[config.mk]
export PLATFORM = sky130hd
export DESIGN_NAME = pipe_reg_n
export DESIGN_NICKNAME = d
export VERILOG_FILES = /design/src/rtl/pipe_reg_pkg.sv /design/src/rtl/pipe_stage.sv /design/src/rtl/pipe_reg_n.sv
export SDC_FILE = /design/constraint.sdc
export NUM_CORES = 1
export LEC_CHECK = 0
export CORE_MARGIN = 2
export CORE_UTILIZATION = 30
export CTS_CLUSTER_DIAMETER = 150
export CTS_CLUSTER_SIZE = 20
export DETAILED_ROUTE_END_ITERATION = 12
export PLACE_DENSITY = 0.48
export SYNTH_ARGS = -nofsm -noshare
export SYNTH_HDL_FRONTEND = slang
export SYNTH_SLANG_ARGS = --single-unit
[constraint.sdc]
create_clock -name clk -period 2 [get_ports clk]
set_input_delay 0.4 -clock clk [delete_from_list [all_inputs] [get_ports clk]]
set_output_delay 0.4 -clock clk [all_outputs]
set_load 0.005 [all_outputs]
[src/rtl/pipe_reg_pkg.sv]
// Shared helpers for the elastic pipeline register.
// Only width-independent items live here; the data width stays a module parameter.
package pipe_reg_pkg;

  // Bits needed to count 0..depth valid stages inclusive.
  function automatic int cnt_w(input int depth);
    return $clog2(depth + 1);
  endfunction

endpackage

[src/rtl/pipe_stage.sv]
// One elastic pipeline stage: a valid bit plus a data word.
// The valid bit follows its source whenever the stage is allowed to load.
// The data word captures only real items, so it keeps its last value when the stage empties.
module pipe_stage #(
  parameter int WIDTH = 8
) (
  input  logic             clk,
  input  logic             rst,
  input  logic             flush,
  input  logic             load,
  input  logic             src_valid,
  input  logic [WIDTH-1:0] src_data,
  output logic             valid,
  output logic [WIDTH-1:0] data
);

  // Valid bit: flush wins over any transfer; otherwise take the upstream valid on load.
  always_ff @(posedge clk or posedge rst) begin
    if (rst) begin
      valid <= 1'b0;
    end else if (flush) begin
      valid <= 1'b0;
    end else if (load) begin
      valid <= src_valid;
    end
  end

  // Data word: capture only when a real item moves in. Flush leaves the contents alone.
  always_ff @(posedge clk or posedge rst) begin
    if (rst) begin
      data <= '0;
    end else if (!flush && load && src_valid) begin
      data <= src_data;
    end
  end

endmodule

[src/rtl/pipe_reg_n.sv]
// DEPTH-stage elastic pipeline register with valid/ready on both sides.
// An empty stage always accepts its upstream neighbour, so bubbles close up even
// while the output is stalled. The ready chain runs combinationally from out_ready
// back to in_ready through DEPTH OR stages; that path is intentional.
module pipe_reg_n
  import pipe_reg_pkg::*;
#(
  parameter int WIDTH = 8,
  parameter int DEPTH = 4
) (
  input  logic                      clk,
  input  logic                      rst,
  input  logic                      flush,
  input  logic                      in_valid,
  output logic                      in_ready,
  input  logic [WIDTH-1:0]          in_data,
  output logic                      out_valid,
  input  logic                      out_ready,
  output logic [WIDTH-1:0]          out_data,
  output logic [cnt_w(DEPTH)-1:0]   occupancy
);

  localparam int CW = cnt_w(DEPTH);

  logic [DEPTH-1:0]            valid_q;
  logic [DEPTH-1:0][WIDTH-1:0] data_q;
  // ready_c[k] means stage k may load this cycle; ready_c[DEPTH] is the downstream ready.
  logic [DEPTH:0]              ready_c;
  logic [CW-1:0]               occ_c;

  assign ready_c[DEPTH] = out_ready;

  genvar k;
  generate
    for (k = 0; k < DEPTH; k++) begin : g_stage
      logic             src_valid;
      logic [WIDTH-1:0] src_data;

      // A stage can load when it is empty or its occupant is moving on.
      assign ready_c[k] = !valid_q[k] || ready_c[k+1];

      if (k == 0) begin : g_head
        // Input offered during a flush is refused, so it never enters stage 0.
        assign src_valid = in_valid && !flush;
        assign src_data  = in_data;
      end else begin : g_body
        assign src_valid = valid_q[k-1];
        assign src_data  = data_q[k-1];
      end

      pipe_stage #(
        .WIDTH (WIDTH)
      ) u_stage (
        .clk       (clk),
        .rst       (rst),
        .flush     (flush),
        .load      (ready_c[k]),
        .src_valid (src_valid),
        .src_data  (src_data),
        .valid     (valid_q[k]),
        .data      (data_q[k])
      );
    end
  endgenerate

  // Occupancy is a plain popcount of the stage valid bits.
  always_comb begin
    occ_c = '0;
    for (int i = 0; i < DEPTH; i++) begin
      occ_c = occ_c + CW'(valid_q[i]);
    end
  end

  assign in_ready  = ready_c[0] && !flush;
  assign out_valid = valid_q[DEPTH-1];
  assign out_data  = data_q[DEPTH-1];
  assign occupancy = occ_c;

endmodule
==> results of run 1 <==
## per-layer routing
layer	track usage [%]	vias to the layer above	share of wire [%]
li1	-	417	-
met1	13.4	420	44
met2	18.5	17	51
met3	2.85	4	3.1
met4	5.95	0	2.0
met5	0	-	0
## power by group
| group | leakage, nW | internal, mW | switching, mW |
|---|---|---|---|
| Combinational | 0.451 | 0.333 | 0.113 |
| Clock | 0.0410 | 0.236 | 0.232 |
| Sequential | 0.445 | 0.928 | 0.106 |
## worst min path at each step
stage                                          start                         end  slack [ps]
final                     g_stage[2].u_stage.data[2]  g_stage[3].u_stage.data[2]         500
after floorplan           g_stage[2].u_stage.data[0]  g_stage[2].u_stage.data[0]         470
after detailed placement  g_stage[2].u_stage.data[2]  g_stage[3].u_stage.data[2]         490
after CTS                 g_stage[2].u_stage.data[2]  g_stage[3].u_stage.data[2]         500
after global placement    g_stage[2].u_stage.data[6]  g_stage[2].u_stage.data[6]         490
after global routing      g_stage[3].u_stage.data[0]  g_stage[3].u_stage.data[0]         530
## stage by stage
stage	TNS [ps]	util (%)	total power, mW	hold WS [ps]	cells
floorplan	0	-	1.26	474	97
global placement	-1350	39.2	1.46	486	195
detailed placement	-1790	39.2	1.48	487	195
CTS	-1900	43.1	1.97	503	211
global route	-568	42.9	2.08	526	208
finish	-355	42.9	1.95	503	208
## layout make-up
type | instances | area, um^2
fill | 461 | 2720
sequential | 36 | 901
multi-input combinational | 51 | 578
timing repair buffer | 41 | 377
tap | 67 | 83.8
clock buffer | 6 | 72.6
inverter | 6 | 22.5
clock inverter | 1 | 5.00
## sequential cells by signal, summed over array words and instances, names as in the netlist
name	count
g_stage.u_stage.data	32
g_stage.u_stage.valid	4
## cell usage after synthesis (all sizes together)
master   n  area (um^2)
nor3b    1         12.5
fa       1         20.0
clkbuf   1         3.75
a21oi    4         23.8
nor2b    1         6.26
buf      3         27.5
a211o    1         10.0
nor2     6         22.5
ha       2         25.0
mux2    32          390
and4b    1         10.0
inv      6         22.5
dfrtp   36          901
nand2b   1         6.26
or3      1         6.26
## worst register-to-register path, delay by kind of cell, from the launching register on
kind,cells,cell delay [ps]
buffers and inverters,7,760
DFF,1,370
muxes,1,310
AOI/OAI and AO/OA,1,360
## timing repair
| item | in CTS | in global routing |
|---|---|---|
| gates resized for setup | 25 | 3 |
| setup buffers | 9 | 0 |
| pin swaps | 1 | 1 |
| setup endpoints to repair | 4 | 11 |
## kinds of logic after synthesis
family | share of synthesized area, %
DFF | 60.6
buffers and inverters | 3.62
adders and majority gates | 3.03
and+or+nand+nor | 4.29
AOI/OAI and AO/OA | 2.27
muxes | 26.2
==> results.sh, run 1 <==
export IMPL_drc=0
export IMPL_skew_ps=3.44
export IMPL_crit_required_ps=1600
export IMPL_r2r_cells=9
export IMPL_grt_max_degree=37
export IMPL_path_delay_family="adder cells"
export IMPL_min_period_ps=2200
export IMPL_place_ws_ps=-335
export IMPL_maxCapViolCount=0
export IMPL_synth_seq_cells=36
export IMPL_core_mm2=0.00475
export IMPL_fp_row_count=25
export IMPL_grt_pass1_wl_mm=4.49
export IMPL_worst_pin_slew_ps=454
export IMPL_clock_path_buffers=2
export IMPL_path_clk_slew_ps=70
export IMPL_worstSetupPathDepth=6
export IMPL_pin_count=26
export IMPL_hold_class="flip-flop to flip-flop"
export IMPL_crit_fanout=2
export IMPL_worstSetupStartpointType="flip-flop"
export IMPL_final_common_cell="dfrtp_1"
export IMPL_cts_made_buffers=5
export IMPL_clock_tree_root_cell="clkbuf_8"
export IMPL_layout_nets=157
export IMPL_most_common_layout_cells="dfrtp_1, mux2_2, clkdlybuf4s50_1"
export IMPL_worstPathCellList="inv_2 -> fa_1 -> inv_2 -> ha_4 -> ha_4 -> buf_6"
export IMPL_synth_area_mm2=0.00149
export IMPL_tritoncts="yes"
export IMPL_max_slew_margin_pct=69.7
export IMPL_ctsHoldBuffers=0
export IMPL_totalWireLength_mm=2.59
export IMPL_final_max_slew_viol_count=0
export IMPL_via_per_inst=4.13
export IMPL_antenna_left=0
export IMPL_firstDrtPassIters=2
export IMPL_crit_end="occupancy[1]"
export IMPL_finalSetupViolations=3
export IMPL_rsz0062_at_grt="yes"
export IMPL_drive_above_1_share_pct=47.5
export IMPL_design_area_mm2=0.00204
export IMPL_grt_pass1_vias=972
export IMPL_cpMaxStageDelayCell="fa_1"
export IMPL_die_height_um=74.4
export IMPL_worstSetupPathType="flip-flop to output pin"
export IMPL_leakagePower_nw=0.936
export IMPL_syn_avg_cell_area_um2=15.3
export IMPL_setup_worst_path_start="g_stage[1].u_stage.valid"
export IMPL_placed_area_mm2=0.00187
export IMPL_power_density_mw_per_mm2=956
export IMPL_drtIter0Drc=22
export IMPL_antenna_found_initial=0
export IMPL_end_kind="output pin"
export IMPL_cpPeakStageDelay_ps=550
export IMPL_critical_path_buf_inv_count=3
export IMPL_min_path_cells=1
export IMPL_violations="setup timing"
export IMPL_num_vias=858
export IMPL_routedWlPerCell_um=12.4
export IMPL_die_w_um=74.4
export IMPL_syn_num_nets=113
export IMPL_r2r_end="g_stage[2].u_stage.data[3]"
export IMPL_irDropWorstVdd_mv=0.333
export IMPL_synth_seq_area_share_pct=60.6
export IMPL_diodes=0
export IMPL_fmax_ghz=0.454
export IMPL_arrival_ps=1800
export IMPL_dp_hpwl_mm=1.82
export IMPL_regToRegSetupSlack_ps=80
export IMPL_hold_viol_final=0
export IMPL_clk_latency_ps=280
export IMPL_fin_ws_ps=-201
export IMPL_grt_use_total_pct=11.2
export IMPL_syn_inst=97
export IMPL_portBuffers=25
export IMPL_cts_sinks=36
export IMPL_r2r_start="g_stage[1].u_stage.valid"
export IMPL_ys_types=18
export IMPL_yosysWarnings=0
export IMPL_areaGrowthSynthToFinish_pct=37.1
export IMPL_place_congestion=0.677
export IMPL_start_util_pct=31.3
export IMPL_period_share_pct=110
export IMPL_grt_overflow=0
export IMPL_htree_levels=2
export IMPL_dieArea_mm2=0.00554
export IMPL_status="finished with violations"
Note: power is estimated with default switching activity, not from simulation.
==> inputs of run 2 (changes only) <==
Settings changed: SYNTH_HIERARCHICAL set to 1.
==> results.sh, run 2 <==
export IMPL_synth_top_cell_by_area="dfrtp_1"
export IMPL_leakagePower_nw=0.953
export IMPL_async_reset_ff_share_pct=100
export IMPL_fmax_ghz=0.453
export IMPL_syn_num_nets=115
export IMPL_top_register="g_stage.u_stage/data"
export IMPL_cpMaxStageDelayCell="fa_1"
export IMPL_irDropWorstVdd_mv=0.436
export IMPL_synth_edf_count=0
export IMPL_syn_avg_cell_area_um2=15.5
export IMPL_largest_register_ffs=32
export IMPL_clk_latency_ps=280
export IMPL_synthTopCellsByArea="dfrtp_1, mux2_2, nand3b_4, mux2i_1, inv_1"
export IMPL_areaGrowthSynthToFinish_pct=34.6
export IMPL_synth_area_mm2=0.00153
export IMPL_hold_class="input pin to asynchronous set/reset pin"
export IMPL_seq_area_um2=901
export IMPL_cpPeakStageDelay_ps=570
export IMPL_routedWlPerCell_um=12.6
export IMPL_fin_tns_setup_ps=-375
export IMPL_tritoncts="yes"
export IMPL_design_area_mm2=0.00206
export IMPL_drc=0
export IMPL_totalWireLength_mm=2.60
export IMPL_total_power_mw=1.91
export IMPL_max_slew_margin_pct=74.9
export IMPL_placed_area_mm2=0.00192
export IMPL_worstSetupStartpointType="flip-flop"
export IMPL_core_mm2=0.00482
export IMPL_status="finished with violations"
export IMPL_fp_row_count=25
export IMPL_rsz0062_at_grt="yes"
export IMPL_arrival_ps=1810
export IMPL_antenna_found_initial=0
export IMPL_grt_pass1_vias=913
export IMPL_violations="setup timing"
export IMPL_place_congestion=0.707
export IMPL_synthFlopType="dfrtp_1"
export IMPL_syn_inst=99
export IMPL_nFillCells=467
export IMPL_hold_viol_final=0
export IMPL_fin_ws_ps=-205
export IMPL_start_util_pct=31.8
export IMPL_finalSetupViolations=3
export IMPL_num_vias=890
export IMPL_synth_seq_area_share_pct=58.9
export IMPL_ys_types=14
export IMPL_cts_made_buffers=5
export IMPL_clock_tree_root_cell="clkbuf_8"
export IMPL_period_share_pct=110
export IMPL_antenna_left=0
export IMPL_portBuffers=25
export IMPL_dieArea_mm2=0.00569
export IMPL_firstDrtPassIters=4
export IMPL_yosys_top_cells_count="dfrtp_1, mux2_2, inv_1"
export IMPL_skew_ps=5.55
export IMPL_yosysMostFrequentCell="dfrtp_1"
export IMPL_cts_sinks=36
export IMPL_multiInputGateArea_um2=617
export IMPL_final_common_cell="dfrtp_1"
export IMPL_grt_use_total_pct=11.0
export IMPL_htree_levels=2
export IMPL_synthDominantCellAreaShare_pct=58.9
export IMPL_crit_fanout=2
export IMPL_maxCapViolCount=0
export IMPL_clock_path_buffers=2
export IMPL_most_common_layout_cells="dfrtp_1, mux2_2, clkdlybuf4s50_1"
export IMPL_drive_above_1_share_pct=43.9
export IMPL_grt_overflow=0
export IMPL_cts_setup_buffers=0
export IMPL_post_route_util_pct=42.8
export IMPL_grt_pass1_wl_mm=4.60
export IMPL_worst_pin_slew_ps=376
export IMPL_die_height_um=75.4
export IMPL_pin_count=26
export IMPL_worstPathCellList="inv_2 -> fa_1 -> inv_2 -> ha_4 -> ha_4 -> buf_6"
export IMPL_die_w_um=75.4
export IMPL_synth_seq_cells=36
export IMPL_dp_cells=198
export IMPL_dp_hpwl_mm=2.03
export IMPL_via_per_inst=4.32
export IMPL_instances_no_fill=206
export IMPL_end_kind="output pin"
export IMPL_top_regs="g_stage.u_stage/data: 32 flops, g_stage.u_stage/valid: 4 flops"
export IMPL_layout_nets=154
export IMPL_drtIter0Drc=18
export IMPL_final_max_slew_viol_count=0
export IMPL_diodes=0
export IMPL_grt_max_degree=14
export IMPL_power_density_mw_per_mm2=926
export IMPL_crit_required_ps=1600
export IMPL_path_clk_slew_ps=80
export IMPL_r2r_cells=6
export IMPL_yosysWarnings=6
export IMPL_min_period_ps=2210
export IMPL_worstSetupPathType="flip-flop to output pin"
==> run 2: cell count changes after synthesis, sizes merged, moves of 2 or more <==
cell,change
inv,+4
mux2i,+4
buf,-3
nand3b,+4
a21oi,-4
nor2,-2
==> run 2: repair_timing <==
action / CTS / global route
gates resized for setup: 22 / 0
hold buffers: 0 / 0
setup endpoints to repair: 4 / 3
pin swaps: 2 / 0
==> run 2: metal layers <==
layer  global-route usage, %  routed length (um)
met2                    16.5                1280
met5                       0                   0
met1                    14.5                1180
met4                    4.68                  34
met3                    3.57                 107
==> run 2: final cells by class <==
class,count,area share [%]
clock buffers,5,3.34
clock inverters,3,2.25
inverters,10,1.82
multi-input cells,53,30.0
flip-flops and latches,36,43.7
well taps,67,4.07
repair buffers,32,14.8
==> run 2: report_power, final <==
part | leakage (nW) | internal, mW | switching (mW) | total, mW
sequential | 0.459 | 0.894 | 0.0896 | 0.984
combinational | 0.439 | 0.199 | 0.0832 | 0.282
clock | 0.0548 | 0.375 | 0.266 | 0.641
total | 0.953 | 1.47 | 0.439 | 1.91
==> run 2: through the flow <==
| step | setup slack, ps | hold WS [ps] |
|---|---|---|
| floorplan | 107 | 228 |
| global placement | -283 | 487 |
| detailed placement | -327 | 493 |
| CTS | -186 | 478 |
| global route | -249 | 526 |
| finish | -205 | 473 |
==> run 2: path summary, 6_finish.rpt <==
check / endpoint / slack [ps] / start
max: occupancy[1] / -210 / g_stage[2].u_stage/valid
min: g_stage[1].u_stage/data[7] / 470 / rst
max reg2reg: g_stage[0].u_stage/data[7] / 400 / g_stage[3].u_stage/valid
min reg2reg: g_stage[3].u_stage/data[2] / 510 / g_stage[3].u_stage/data[2]
max in group asynchronous: g_stage[0].u_stage/data[7] / 1230 / rst
min in group clk: g_stage[3].u_stage/data[2] / 510 / g_stage[3].u_stage/data[2]
==> run 2: cell families (layout without fill, tap and decap cells) <==
group / Yosys count / after routing / share of synthesized area, %
buf+inv: 10 / 50 / 2.45
mux: 36 / 36 / 26.2
fa+ha+maj: 3 / 3 / 2.94
compound gates: 1 / 1 / 1.06
flops: 36 / 36 / 58.9
simple gates: 13 / 13 / 8.50
==> run 2: worst max-delay path: cells and delay by family (launching register included) <==
family	cells	cell delay, ps
fa+ha+maj	3	960
buf+inv	3	210
flops	1	360
